[config.mk]
export PLATFORM = sky130hd
export DESIGN_NAME = gpu_fill_engine_flat
export DESIGN_NICKNAME = d
export VERILOG_FILES = /design/src/rtl/gpu_fill_engine_if.sv /design/src/rtl/gpu_fill_engine.sv /design/src/flat_wrapper.sv
export SDC_FILE = /design/constraint.sdc
export NUM_CORES = 1
export LEC_CHECK = 0
export ABC_CLOCK_PERIOD_IN_PS = 3600
export BUFFER_PORTS_ARGS = -buffer_cell sky130_fd_sc_hd__buf_2
export CORE_MARGIN = 5
export CORE_UTILIZATION = 44
export CTS_CLUSTER_DIAMETER = 120
export DETAILED_ROUTE_END_ITERATION = 10
export GPL_TIMING_DRIVEN = 0
export PLACE_DENSITY = 0.66
export SLEW_MARGIN = 20
export SYNTH_ARGS = -nofsm -noshare
export SYNTH_HDL_FRONTEND = slang
export SYNTH_SLANG_ARGS = --single-unit
[constraint.sdc]
create_clock -name i_clk -period 3.6 [get_ports i_clk]
set_input_delay 0.18 -clock i_clk [delete_from_list [all_inputs] [get_ports i_clk]]
set_output_delay 0.18 -clock i_clk [all_outputs]
set_load 0.02 [all_outputs]
[src/rtl/gpu_fill_engine_if.sv]
// rtl/gpu_fill_engine_if.sv - block write bus between the fill engine and the VRAM write path
interface gpu_fill_engine_if;
  logic        o_writeValid;
  logic        i_writeReady;
  logic [6:0]  o_writeBlkX;
  logic [8:0]  o_writeY;
  logic [15:0] o_writeColor;

  modport master (
    output o_writeValid,
    output o_writeBlkX,
    output o_writeY,
    output o_writeColor,
    input  i_writeReady
  );

  modport slave (
    input  o_writeValid,
    input  o_writeBlkX,
    input  o_writeY,
    input  o_writeColor,
    output i_writeReady
  );
endinterface

[src/rtl/gpu_fill_engine.sv]
// rtl/gpu_fill_engine.sv - VRAM rectangle fill, one 8-pixel block write per handshake
// Optional GPU_FILL_WRAP_EN: wrap at the VRAM edge instead of clipping.
module gpu_fill_engine (
  input  logic                     i_clk,
  input  logic                     i_rst,
  input  logic                     i_activate,
  input  logic [9:0]               i_posX,
  input  logic [8:0]               i_posY,
  input  logic [9:0]               i_sizeW,
  input  logic [8:0]               i_sizeH,
  input  logic [15:0]              i_color,
  output logic                     o_busy,
  output logic                     o_inactiveNextCycle,
  gpu_fill_engine_if.master        wr
);

  typedef enum logic [1:0] {IDLE, SETUP, FILL} state_e;

  state_e      state_q, state_d;
  logic [6:0]  blk0_q, blk0_d;
  logic [6:0]  blk_q, blk_d;
  logic [8:0]  y_q, y_d;
  logic [7:0]  rowblk_q, rowblk_d;
  logic [8:0]  h_q, h_d;
  logic [15:0] color_q, color_d;
  logic [7:0]  cols_q, cols_d;
  logic [7:0]  col_left_q, col_left_d;
  logic [9:0]  rows_left_q, rows_left_d;

  logic [10:0] w_aligned;
  logic [7:0]  eff_cols;
  logic [9:0]  eff_rows;
  logic        valid_c;
  logic        inactive_c;

  assign w_aligned = ({1'b0, i_sizeW} + 11'd15) & 11'h7F0;

`ifdef GPU_FILL_WRAP_EN
  assign eff_cols = rowblk_q;
  assign eff_rows = {1'b0, h_q};
`else
  // Out-of-range blocks only ever sit at the end of a row (or of the fill), so
  // clipping reduces to shortening the per-row and row counts up front.
  logic [7:0] room_cols;
  logic [9:0] room_rows;
  assign room_cols = 8'd128 - {1'b0, blk0_q};
  assign room_rows = 10'd512 - {1'b0, y_q};
  assign eff_cols  = (rowblk_q < room_cols) ? rowblk_q : room_cols;
  assign eff_rows  = ({1'b0, h_q} < room_rows) ? {1'b0, h_q} : room_rows;
`endif

  always_comb begin
    state_d     = state_q;
    blk0_d      = blk0_q;
    blk_d       = blk_q;
    y_d         = y_q;
    rowblk_d    = rowblk_q;
    h_d         = h_q;
    color_d     = color_q;
    cols_d      = cols_q;
    col_left_d  = col_left_q;
    rows_left_d = rows_left_q;
    valid_c     = 1'b0;
    inactive_c  = 1'b0;

    case (state_q)
      IDLE: begin
        if (i_activate) begin
          blk0_d   = {i_posX[9:4], 1'b0};
          blk_d    = {i_posX[9:4], 1'b0};
          y_d      = i_posY;
          rowblk_d = w_aligned[10:3];
          h_d      = i_sizeH;
          color_d  = i_color;
          state_d  = SETUP;
        end
      end
      SETUP: begin
        cols_d      = eff_cols;
        col_left_d  = eff_cols;
        rows_left_d = eff_rows;
        if (eff_cols == 8'd0 || eff_rows == 10'd0) begin
          inactive_c = 1'b1;
          state_d    = IDLE;
        end else begin
          state_d = FILL;
        end
      end
      FILL: begin
        valid_c = 1'b1;
        if (wr.i_writeReady) begin
          if (col_left_q == 8'd1) begin
            if (rows_left_q == 10'd1) begin
              inactive_c = 1'b1;
              state_d    = IDLE;
            end else begin
              blk_d       = blk0_q;
              y_d         = y_q + 9'd1;
              col_left_d  = cols_q;
              rows_left_d = rows_left_q - 10'd1;
            end
          end else begin
            blk_d      = blk_q + 7'd1;
            col_left_d = col_left_q - 8'd1;
          end
        end
      end
      default: state_d = IDLE;
    endcase
  end

  always_ff @(posedge i_clk) begin
    if (i_rst) begin
      state_q     <= IDLE;
      blk0_q      <= '0;
      blk_q       <= '0;
      y_q         <= '0;
      rowblk_q    <= '0;
      h_q         <= '0;
      color_q     <= '0;
      cols_q      <= '0;
      col_left_q  <= '0;
      rows_left_q <= '0;
    end else begin
      state_q     <= state_d;
      blk0_q      <= blk0_d;
      blk_q       <= blk_d;
      y_q         <= y_d;
      rowblk_q    <= rowblk_d;
      h_q         <= h_d;
      color_q     <= color_d;
      cols_q      <= cols_d;
      col_left_q  <= col_left_d;
      rows_left_q <= rows_left_d;
    end
  end

  // A reset arriving in the final cycle cancels the completion hint.
  assign o_inactiveNextCycle = inactive_c & ~i_rst;
  assign o_busy              = (state_q != IDLE);
  assign wr.o_writeValid     = valid_c;
  assign wr.o_writeBlkX      = blk_q;
  assign wr.o_writeY         = y_q;
  assign wr.o_writeColor     = color_q;

endmodule

[src/flat_wrapper.sv]
// flat-port wrapper written by rule: the top's interface ports become plain ports
module gpu_fill_engine_flat 
  (i_clk, i_rst, i_activate, i_posX, i_posY, i_sizeW, i_sizeH, i_color, o_busy, o_inactiveNextCycle, wr_o_writeValid, wr_o_writeBlkX, wr_o_writeY, wr_o_writeColor, wr_i_writeReady);
  gpu_fill_engine_if wr_i ();
  input  logic i_clk;
  input  logic i_rst;
  input  logic i_activate;
  input  logic [9:0] i_posX;
  input  logic [8:0] i_posY;
  input  logic [9:0] i_sizeW;
  input  logic [8:0] i_sizeH;
  input  logic [15:0] i_color;
  output logic o_busy;
  output logic o_inactiveNextCycle;
  output wire logic [$bits(wr_i.o_writeValid)-1:0] wr_o_writeValid;
  output wire logic [$bits(wr_i.o_writeBlkX)-1:0] wr_o_writeBlkX;
  output wire logic [$bits(wr_i.o_writeY)-1:0] wr_o_writeY;
  output wire logic [$bits(wr_i.o_writeColor)-1:0] wr_o_writeColor;
  input wire logic [$bits(wr_i.i_writeReady)-1:0] wr_i_writeReady;
  assign wr_o_writeValid = wr_i.o_writeValid;
  assign wr_o_writeBlkX = wr_i.o_writeBlkX;
  assign wr_o_writeY = wr_i.o_writeY;
  assign wr_o_writeColor = wr_i.o_writeColor;
  assign wr_i.i_writeReady = wr_i_writeReady;
  gpu_fill_engine u_core (.i_clk(i_clk), .i_rst(i_rst), .i_activate(i_activate), .i_posX(i_posX), .i_posY(i_posY), .i_sizeW(i_sizeW), .i_sizeH(i_sizeH), .i_color(i_color), .o_busy(o_busy), .o_inactiveNextCycle(o_inactiveNextCycle), .wr(wr_i));
endmodule
== Yosys cells after proc, flatten, opt, wreduce, memory -nomap -nowiden ==
Index checks and enable logic that the tools add are counted.
Storage, ports and cells
  register bits: 82
  input bits: 58
Cells by class
  add/sub/neg operators: 7
  order comparisons: 2
  equal/unequal tests: 10
  multiplexer cells: 32
  bitwise gates (word level): 2
  reductions and logical operators: 13
Operators by type and width (count)
  $mux W10: 4
  $mux W9: 4
  $mux W8: 4
  $mux W7: 4
  $pmux W10 S2: 1
  $pmux W9 S2: 1
  $pmux W8 S2: 1
  $pmux W7 S2: 1
  $reduce_and A4 Y1: 3
  $add A10 B4 Y11 const B: 1
  $eq A10 B1 Y1 const B: 1
  $logic_not A10 Y1: 1
  $lt A9 B10 Y1: 1
  $mux W2: 5
  $sub A10 B1 Y10 const B: 1
  $sub A10 B9 Y10 const A: 1
  $add A9 B1 Y9 const B: 1
  $eq A8 B1 Y1 const B: 1
  $logic_not A8 Y1: 1
  $lt A8 B8 Y1: 1
  $sub A8 B1 Y8 const B: 1
  $sub A8 B7 Y8 const A: 1
  $add A7 B1 Y7 const B: 1
  $ne A2 B2 Y1 const B: 3
  other kinds (15): 22

== Logic depth before layout (Yosys ltp) ==
Gate-level depths: netlist of run 1.
  depth in word-level cells: 8
  mapped depth: 13
  mapped depth without buffers: 11

== Least setup slack after synthesis of run 1 ==
No wires, ideal clock.
  path type: flip-flop to output port
  from: reg u_core.y_q[2] (netlist: u_core.wr.o_writeY[2])
  to: out o_inactiveNextCycle
  arrival time: 3347 ps
  data required time: 3420 ps
  slack: 73 ps
  cell stages (with the launch flop): 14
  cells stage by stage: dfxtp_1 -> clkbuf_1 -> nor3_1 -> nand2_1 -> or3_1 -> xnor2_1 -> ha_1 -> a21o_1 -> a21oi_1 -> o31ai_1 -> o21ai_0 -> clkbuf_1 -> mux2i_1 -> a31oi_1
Between the ends
  longest elaborated chain between the ends: 8
Ends and longest elaborated chain
  start, declared: line gpu_fill_engine.sv:22  | logic [8:0] y_q, y_d;
  start signal, assigned: line gpu_fill_engine.sv:128  | y_q <= y_d;
  $sub A10 B9 Y10 (*): line gpu_fill_engine.sv:47  | assign room_rows = 10'd512 - {1'b0, y_q};
  $lt A9 B10 Y1: line gpu_fill_engine.sv:49  | assign eff_rows = ({1'b0, h_q} < room_rows) ? {1'b0, h_q} : room_rows;
  $mux W10 (*): line gpu_fill_engine.sv:49
  $logic_not A10 Y1 (*): line gpu_fill_engine.sv:82  | if (eff_cols == 8'd0 || eff_rows == 10'd0) begin
  $logic_or A1 B1 Y1 (*): line gpu_fill_engine.sv:82
  $mux W1 (*): line gpu_fill_engine.sv:82
  $pmux W1 S2 (*): line gpu_fill_engine.sv:66  | case (state_q)
  $and A1 B1 Y1 (*): line gpu_fill_engine.sv:139  | assign o_inactiveNextCycle = inactive_c & ~i_rst;
  end, declared: line flat_wrapper.sv:14  | output logic o_inactiveNextCycle;
Mark *: on every way between the ends. The rest lies on a longest branch, timed or not.

== Worst setup path after layout of run 1 ==
Same ends and word-level chain as after synthesis.

==> results of run 1 <==
-- layer usage --
| layer | up-vias | wire length, microns |
|---|---|---|
| li1 | 2494 | - |
| met1 | 2332 | 6860 |
| met2 | 196 | 6590 |
| met3 | 16 | 1210 |
| met4 | 0 | 161 |
| met5 | - | 0 |
-- report_power, final --
part / total, uW / internal [uW] / switching [uW]
Combinational: 1190 / 479 / 715
Clock: 626 / 256 / 369
Sequential: 1110 / 1000 / 111
Total: 2930 / 1730 / 1200
-- kinds of logic (layout without fill, tap and decap cells) --
family,after synthesis,in the layout
mux,20,20
xor+xnor,26,26
fa+ha+maj,25,25
simple gates,246,246
flops,81,81
compound gates,174,174
buf+inv,69,174
-- stage by stage --
stage	power (uW)	area (sq um)	setup slack [ns]	cells	hold slack, ns
finish	2930	5850	0.117	886	0.0331
global route	3120	5850	0.00795	886	0.0302
CTS	2890	5790	0.00733	885	0.0178
detailed placement	2220	5540	-0.453	868	0.425
global placement	2190	5540	-0.385	868	0.420
floorplan	1910	4930	0.0733	641	0.316
-- registers in the layout, summed over array words and instances (netlist names) --
| register | count |
|---|---|
| u_core.blk0_q | 6 |
| u_core.state_q | 2 |
| u_core.rowblk_q | 7 |
| u_core.rows_left_q | 10 |
| u_core.wr.o_writeY | 9 |
| u_core.wr.o_writeBlkX | 7 |
| u_core.h_q | 9 |
| u_core.cols_q | 7 |
| u_core.wr.o_writeColor | 16 |
| u_core.col_left_q | 8 |
-- synthesized netlist by cell type (8+ instances only) --
| master | number | area [sq um] |
|---|---|---|
| a211oi_1 | 22 | 165 |
| a21oi_1 | 68 | 340 |
| a31oi_1 | 9 | 56.3 |
| clkbuf_1 | 30 | 113 |
| dfxtp_1 | 81 | 1620 |
| ha_1 | 25 | 313 |
| inv_1 | 27 | 101 |
| mux2i_1 | 17 | 170 |
| nand2_1 | 101 | 379 |
| nand3_1 | 17 | 85.1 |
| nand4_1 | 8 | 50.1 |
| nor2_1 | 50 | 188 |
| nor3_1 | 18 | 90.1 |
| o21ai_0 | 21 | 105 |
| or3_1 | 8 | 50.1 |
| xnor2_1 | 16 | 140 |
| xor2_1 | 10 | 87.6 |
-- layout by cell type, fill, tap and decap left out, types with 6 or more instances in the layout --
master and n:
a211oi_1 22, a21oi_1 67, a31oi_1 8, buf_2 93, clkbuf_1 27, clkbuf_8 9
dfxtp_1 80, ha_1 24, inv_1 27, mux2i_1 16, nand2_1 100, nand3_1 17
nand4_1 8, nor2_1 50, nor3_1 17, nor4_1 7, o211ai_1 6, o21ai_0 19
o22ai_1 6, or3_1 6, xnor2_1 15, xor2_1 10
-- layout make-up --
class / instances / area, sq um / area share, %
Tap cell: 140 / 175 / 2.99
Clock buffer: 9 / 124 / 2.12
Inverter: 27 / 101 / 1.73
Multi-Input combinational cell: 491 / 3130 / 53.5
Timing Repair Buffer: 90 / 460 / 7.87
Sequential cell: 81 / 1620 / 27.7
Buffer: 41 / 185 / 3.17
Clock inverter: 7 / 53.8 / 0.920
-- repair_timing --
action	4_1_cts	5_1_grt
pin swaps	4	5
setup endpoints to repair	7	1
buffers inserted	1	2
hold buffers	0	0
hold endpoints to repair	0	0
resized for setup	15	14
-- path summary, 6_finish.rpt --
check | startpoint | endpoint | slack [ns] | cells after the start
worst max-delay path | u_core.wr.o_writeY[2]$_SDFFE_PP0P_ | o_inactiveNextCycle | 0.12 | 14
worst min-delay path | i_sizeH[2] | u_core.h_q[2]$_SDFFE_PP0P_ | 0.03 | 3
worst max register to register | u_core.blk0_q[3]$_SDFFE_PP0P_ | u_core.col_left_q[1]$_SDFFE_PP0P_ | 0.59 | 8
worst min register to register | u_core.wr.o_writeColor[5]$_SDFFE_PP0P_ | u_core.wr.o_writeColor[5]$_SDFFE_PP0P_ | 0.46 | 2
-- worst min-delay path: cells and delay by family --
family                 cells  cell delay [ns]
buffers and inverters      1             0.09
AND/OR/NAND/NOR            1             0.04
AO/OA/AOI/OAI              1             0.05
==> flow_metrics.env, run 1 <==
export IMPL_crit_path_max_fanout=10
export IMPL_routed_wirelength_microns=14800
export IMPL_hold_path_class="primary input to flip-flop"
export IMPL_cts_tree="built"
export IMPL_yosys_area_share_simple_pct=23.7
export IMPL_p_leak_uw=0.00243
export IMPL_maxCapViolCount=0
export IMPL_async_flop_share_pct=0
export IMPL_grt_use_total_pct=22.3
export IMPL_worstSetupPathType="flip-flop to primary output"
export IMPL_clock_tree_buffer_depth=2
export IMPL_syn_inst=641
export IMPL_syn_num_nets=724
export IMPL_drtIter0Drc=501
export IMPL_syn_area_per_cell_sq_um=7.69
export IMPL_fillers=1087
export IMPL_required_ns=3.42
export IMPL_fmax_mhz=287
export IMPL_design_die_area_sq_mm=0.0134
export IMPL_via_per_inst=5.69
export IMPL_diodes=0
export IMPL_clock_skew_ns=0.0110
export IMPL_dr_pass1_iters=5
export IMPL_ys_seq_elements=81
export IMPL_numCtsBuffers=9
export IMPL_critPathCaptureType="primary output"
export IMPL_fin_util_pct=53.7
export IMPL_synth_edff_count=0
export IMPL_gr_usage_met3_pct=6.42
export IMPL_cp_top_family="compound AO/OA/AOI/OAI gates"
export IMPL_synth_compound_area_share_pct=22.7
export IMPL_setup_viol=0
export IMPL_clockRootBuffer="clkbuf_8"
export IMPL_clock_latency_ns=0.37
export IMPL_post_route_period_util_pct=96.8
export IMPL_grt_pass1_vias=4827
export IMPL_grt_busiest_layer="met2"
export IMPL_port_buffers=87
export IMPL_yosys_area_share_xor_xnor_pct=4.62
export IMPL_gp_congestion=0.878
export IMPL_crit_chain="clkbuf_4 > nor3_4 > nand2_2 > or3_4 > xnor2_2 > ha_1 > a21o_1 > a21oi_2 > o31ai_2 > o21ai_2 > buf_8 > mux2i_4 > a31oi_4 > buf_4"
export IMPL_synthAdderAreaFrac_pct=6.35
export IMPL_clk_pin_slew_worst_paths_ns=0.09
export IMPL_maxSlewViolCount=0
export IMPL_worst_ep_arrival_time_ns=3.30
export IMPL_grtUsageMet2_pct=34.3
export IMPL_fin_tns_setup_ns=0
export IMPL_area_growth_pct=18.7
export IMPL_ios=93
export IMPL_row_count=38
export IMPL_synth_area_sq_mm=0.00493
export IMPL_hpwlAfterDp_microns=11100
export IMPL_ys_types=67
export IMPL_drt_antenna_violating_nets=0
export IMPL_start_util_pct=45.3
export IMPL_dieHeight_microns=116
export IMPL_grt_util_met1_pct=30.9
export IMPL_ir_drop_v=0.000294
export IMPL_rsz0062_at_grt="no"
export IMPL_critical_path_buf_inv_count=3
export IMPL_layout_drive_gt1_share_pct=19.6
export IMPL_finalNetCount=824
export IMPL_max_stage_delay_ns=0.35
export IMPL_synth_ff_type="dfxtp_1"
export IMPL_antenna_found_initial=0
export IMPL_synth_top_family_by_area="simple AND/OR/NAND/NOR gates"
export IMPL_grt_overflow_total=0
export IMPL_wl_per_cell_microns=16.7
export IMPL_synthMuxAreaShare_pct=4.14
export IMPL_pwr_density_cell_mw_per_mm2=501
export IMPL_ys_seq_area_share_pct=32.9
export IMPL_h_tree_depth=3
export IMPL_grt_max_degree=16
export IMPL_tightest_slew_ns=0.844
export IMPL_critPathLaunchType="flip-flop"
export IMPL_fin_crit_ns=3.48
export IMPL_die_w_microns=116
export IMPL_grt_first_pass_wirelength_microns=23800
export IMPL_design_core_area_sq_mm=0.0109
export IMPL_num_vias=5038
export IMPL_outcome="finished clean"
export IMPL_route_detailed_drc=0
export IMPL_clock_sinks=81
export IMPL_yosysWarnings=0
export IMPL_hold_viol=0
export IMPL_crit_path_top_delay_cell="or3_4"
export IMPL_slew_headroom_pct=43.2
(Power assumes the default switching activity.)
==> inputs of run 2 (changes only) <==
--- a/config.mk
+++ b/config.mk
@@ -5,7 +5,6 @@
 export SDC_FILE = /design/constraint.sdc
 export NUM_CORES = 1
 export LEC_CHECK = 0
-export ABC_CLOCK_PERIOD_IN_PS = 3600
 export BUFFER_PORTS_ARGS = -buffer_cell sky130_fd_sc_hd__buf_2
 export CORE_MARGIN = 5
 export CORE_UTILIZATION = 44
==> constraint.sdc (replaced) <==
create_clock -name i_clk -period 3.6 [get_ports i_clk]
set_input_delay 0.18 -clock i_clk [delete_from_list [all_inputs] [get_ports i_clk]]
set_output_delay 0.18 -clock i_clk [all_outputs]
set_load 0.01 [all_outputs]
==> run 2 against run 1 <==
Against the previous run:
- sequential share of layout area unchanged
- global-route usage did not move
- clock power hardly changed
- final cell count increased by 0.11%
- via count is 0.36% lower
- critical path type unchanged
- largest power group unchanged
==> flow_metrics.env, run 2 (synthesis gave the netlist of run 1 again) <==
export IMPL_area_growth_pct=18.7
export IMPL_drt_antenna_violating_nets=0
export IMPL_fmax_mhz=288
export IMPL_grt_overflow_total=0
export IMPL_grt_use_total_pct=22.3
export IMPL_whs_path_depth=3
export IMPL_dieHeight_microns=116
export IMPL_tightest_slew_ns=0.796
export IMPL_worstSetupPathType="flip-flop to primary output"
export IMPL_layout_drive_gt1_share_pct=19.5
export IMPL_clk_pin_slew_worst_paths_ns=0.09
export IMPL_via_per_inst=5.66
export IMPL_die_w_microns=116
export IMPL_crit_path_top_delay_cell="or3_1"
export IMPL_r2r_slack_ns=0.56
export IMPL_max_stage_delay_ns=0.36
export IMPL_fin_crit_ns=3.47
export IMPL_h_tree_depth=3
export IMPL_path_depth=14
export IMPL_layout_common_cells="100 x nand2_1, 94 x buf_2, 80 x dfxtp_1"
export IMPL_maxSlewViolCount=0
export IMPL_cp_top_family="compound AO/OA/AOI/OAI gates"
export IMPL_pwr_density_cell_mw_per_mm2=495
export IMPL_ir_drop_v=0.000296
export IMPL_critical_path_buf_inv_count=3
export IMPL_design_core_area_sq_mm=0.0109
export IMPL_crit_path_max_fanout=10
export IMPL_ios=93
export IMPL_design_die_area_sq_mm=0.0134
export IMPL_clock_sinks=81
export IMPL_largest_register_ffs=16
export IMPL_num_vias=5020
export IMPL_crit_chain="clkbuf_4 > nor3_4 > nand2_2 > or3_1 > xnor2_2 > ha_1 > a21o_1 > a21oi_2 > o31ai_2 > o21ai_2 > buf_8 > mux2i_4 > a31oi_4 > buf_2"
export IMPL_finalNetCount=825
export IMPL_row_count=38
export IMPL_required_ns=3.42
export IMPL_dr_pass1_iters=5
export IMPL_grt_pass1_vias=4827
export IMPL_maxCapViolCount=0
export IMPL_fillers=1086
export IMPL_drtIter0Drc=428
export IMPL_cts_tree="built"
export IMPL_critPathCaptureType="primary output"
export IMPL_critPathLaunchType="flip-flop"
export IMPL_slew_headroom_pct=45.6
export IMPL_clock_skew_ns=0.0105
export IMPL_wl_per_cell_microns=16.8
export IMPL_hold_path_class="primary input to flip-flop"
export IMPL_post_route_period_util_pct=96.5
export IMPL_clock_latency_ns=0.37
export IMPL_r2r_cells=13
export IMPL_clockRootBuffer="clkbuf_8"
export IMPL_layout_commonest_cell="nand2_1"
export IMPL_diodes=0
export IMPL_routed_wirelength_microns=14900
export IMPL_fin_tns_setup_ns=0
export IMPL_port_buffers=87
export IMPL_hold_slack_ns=0.0334
export IMPL_clock_tree_buffer_depth=2
export IMPL_route_detailed_drc=0
export IMPL_gp_congestion=0.878
export IMPL_hpwlAfterDp_microns=11100
export IMPL_rsz0062_at_grt="no"
export IMPL_hold_viol=0
export IMPL_antenna_found_initial=0
export IMPL_start_util_pct=45.3
export IMPL_grt_first_pass_wirelength_microns=23800
export IMPL_worst_ep_arrival_time_ns=3.29
export IMPL_p_leak_uw=0.00243
export IMPL_outcome="finished clean"
export IMPL_setup_viol=0
export IMPL_numCtsBuffers=9
export IMPL_grt_max_degree=16
## run 2: cell count changes in the layout (fill, tap and decap cells not counted), sizes merged
cell	delta
buf	+1
## run 2: per-layer routing
metal	vias up	track usage (%)	part of all wire (%)
met5	-	0	0
met4	0	5.88	1.1
met3	14	6.42	7.5
met2	169	34.3	45
met1	2343	30.9	47
li1	2494	-	-
## run 2: final timing paths
path | from | end
worst max-delay path | u_core.wr.o_writeY[2]$_SDFFE_PP0P_ | o_inactiveNextCycle
worst min-delay path | i_sizeH[2] | u_core.h_q[2]$_SDFFE_PP0P_
worst max register to register | u_core.wr.o_writeY[3]$_SDFFE_PP0P_ | u_core.rows_left_q[6]$_SDFFE_PP0P_
worst min register to register | u_core.wr.o_writeColor[5]$_SDFFE_PP0P_ | u_core.wr.o_writeColor[5]$_SDFFE_PP0P_
## run 2: final cells by class
class | count | area, sq um | area share [%]
plain buffers | 41 | 185 | 3.17
multi-input cells | 491 | 3120 | 53.4
clock buffers | 9 | 124 | 2.12
repair buffers | 91 | 465 | 7.96
well taps | 140 | 175 | 2.99
flip-flops and latches | 81 | 1620 | 27.7
clock inverters | 7 | 53.8 | 0.920
inverters | 27 | 101 | 1.73
## run 2: where the power goes
group	total, uW	switching (uW)	internal [uW]
clock	625	369	256
combinational	1160	683	479
sequential	1110	111	1000
total	2900	1160	1740
## run 2: per-stage QoR
step                worst slack (ns)  util, %  total power, uW  cells  area [sq um]
floorplan                      0.285        -             1870    641          4930
global placement              -0.365     50.9             2160    868          5540
detailed placement            -0.434     50.9             2190    868          5540
CTS                           0.0217     53.1             2850    885          5790
global route                 0.00605     53.7             3090    887          5850
finish                         0.127     53.7             2900    887          5850
## run 2: tightest hold or removal path: cells and delay by family
| kind | cells | cell delay (ns) |
|---|---|---|
| AND/OR/NAND/NOR | 1 | 0.04 |
| buffers and inverters | 1 | 0.09 |
| AO/OA/AOI/OAI | 1 | 0.05 |
## run 2: repair_timing
action	4_1_cts	5_1_grt
pin swaps	4	3
resized for setup	14	13
buffers inserted	1	3
hold buffers	0	0
endpoints found under the setup margin	7	1
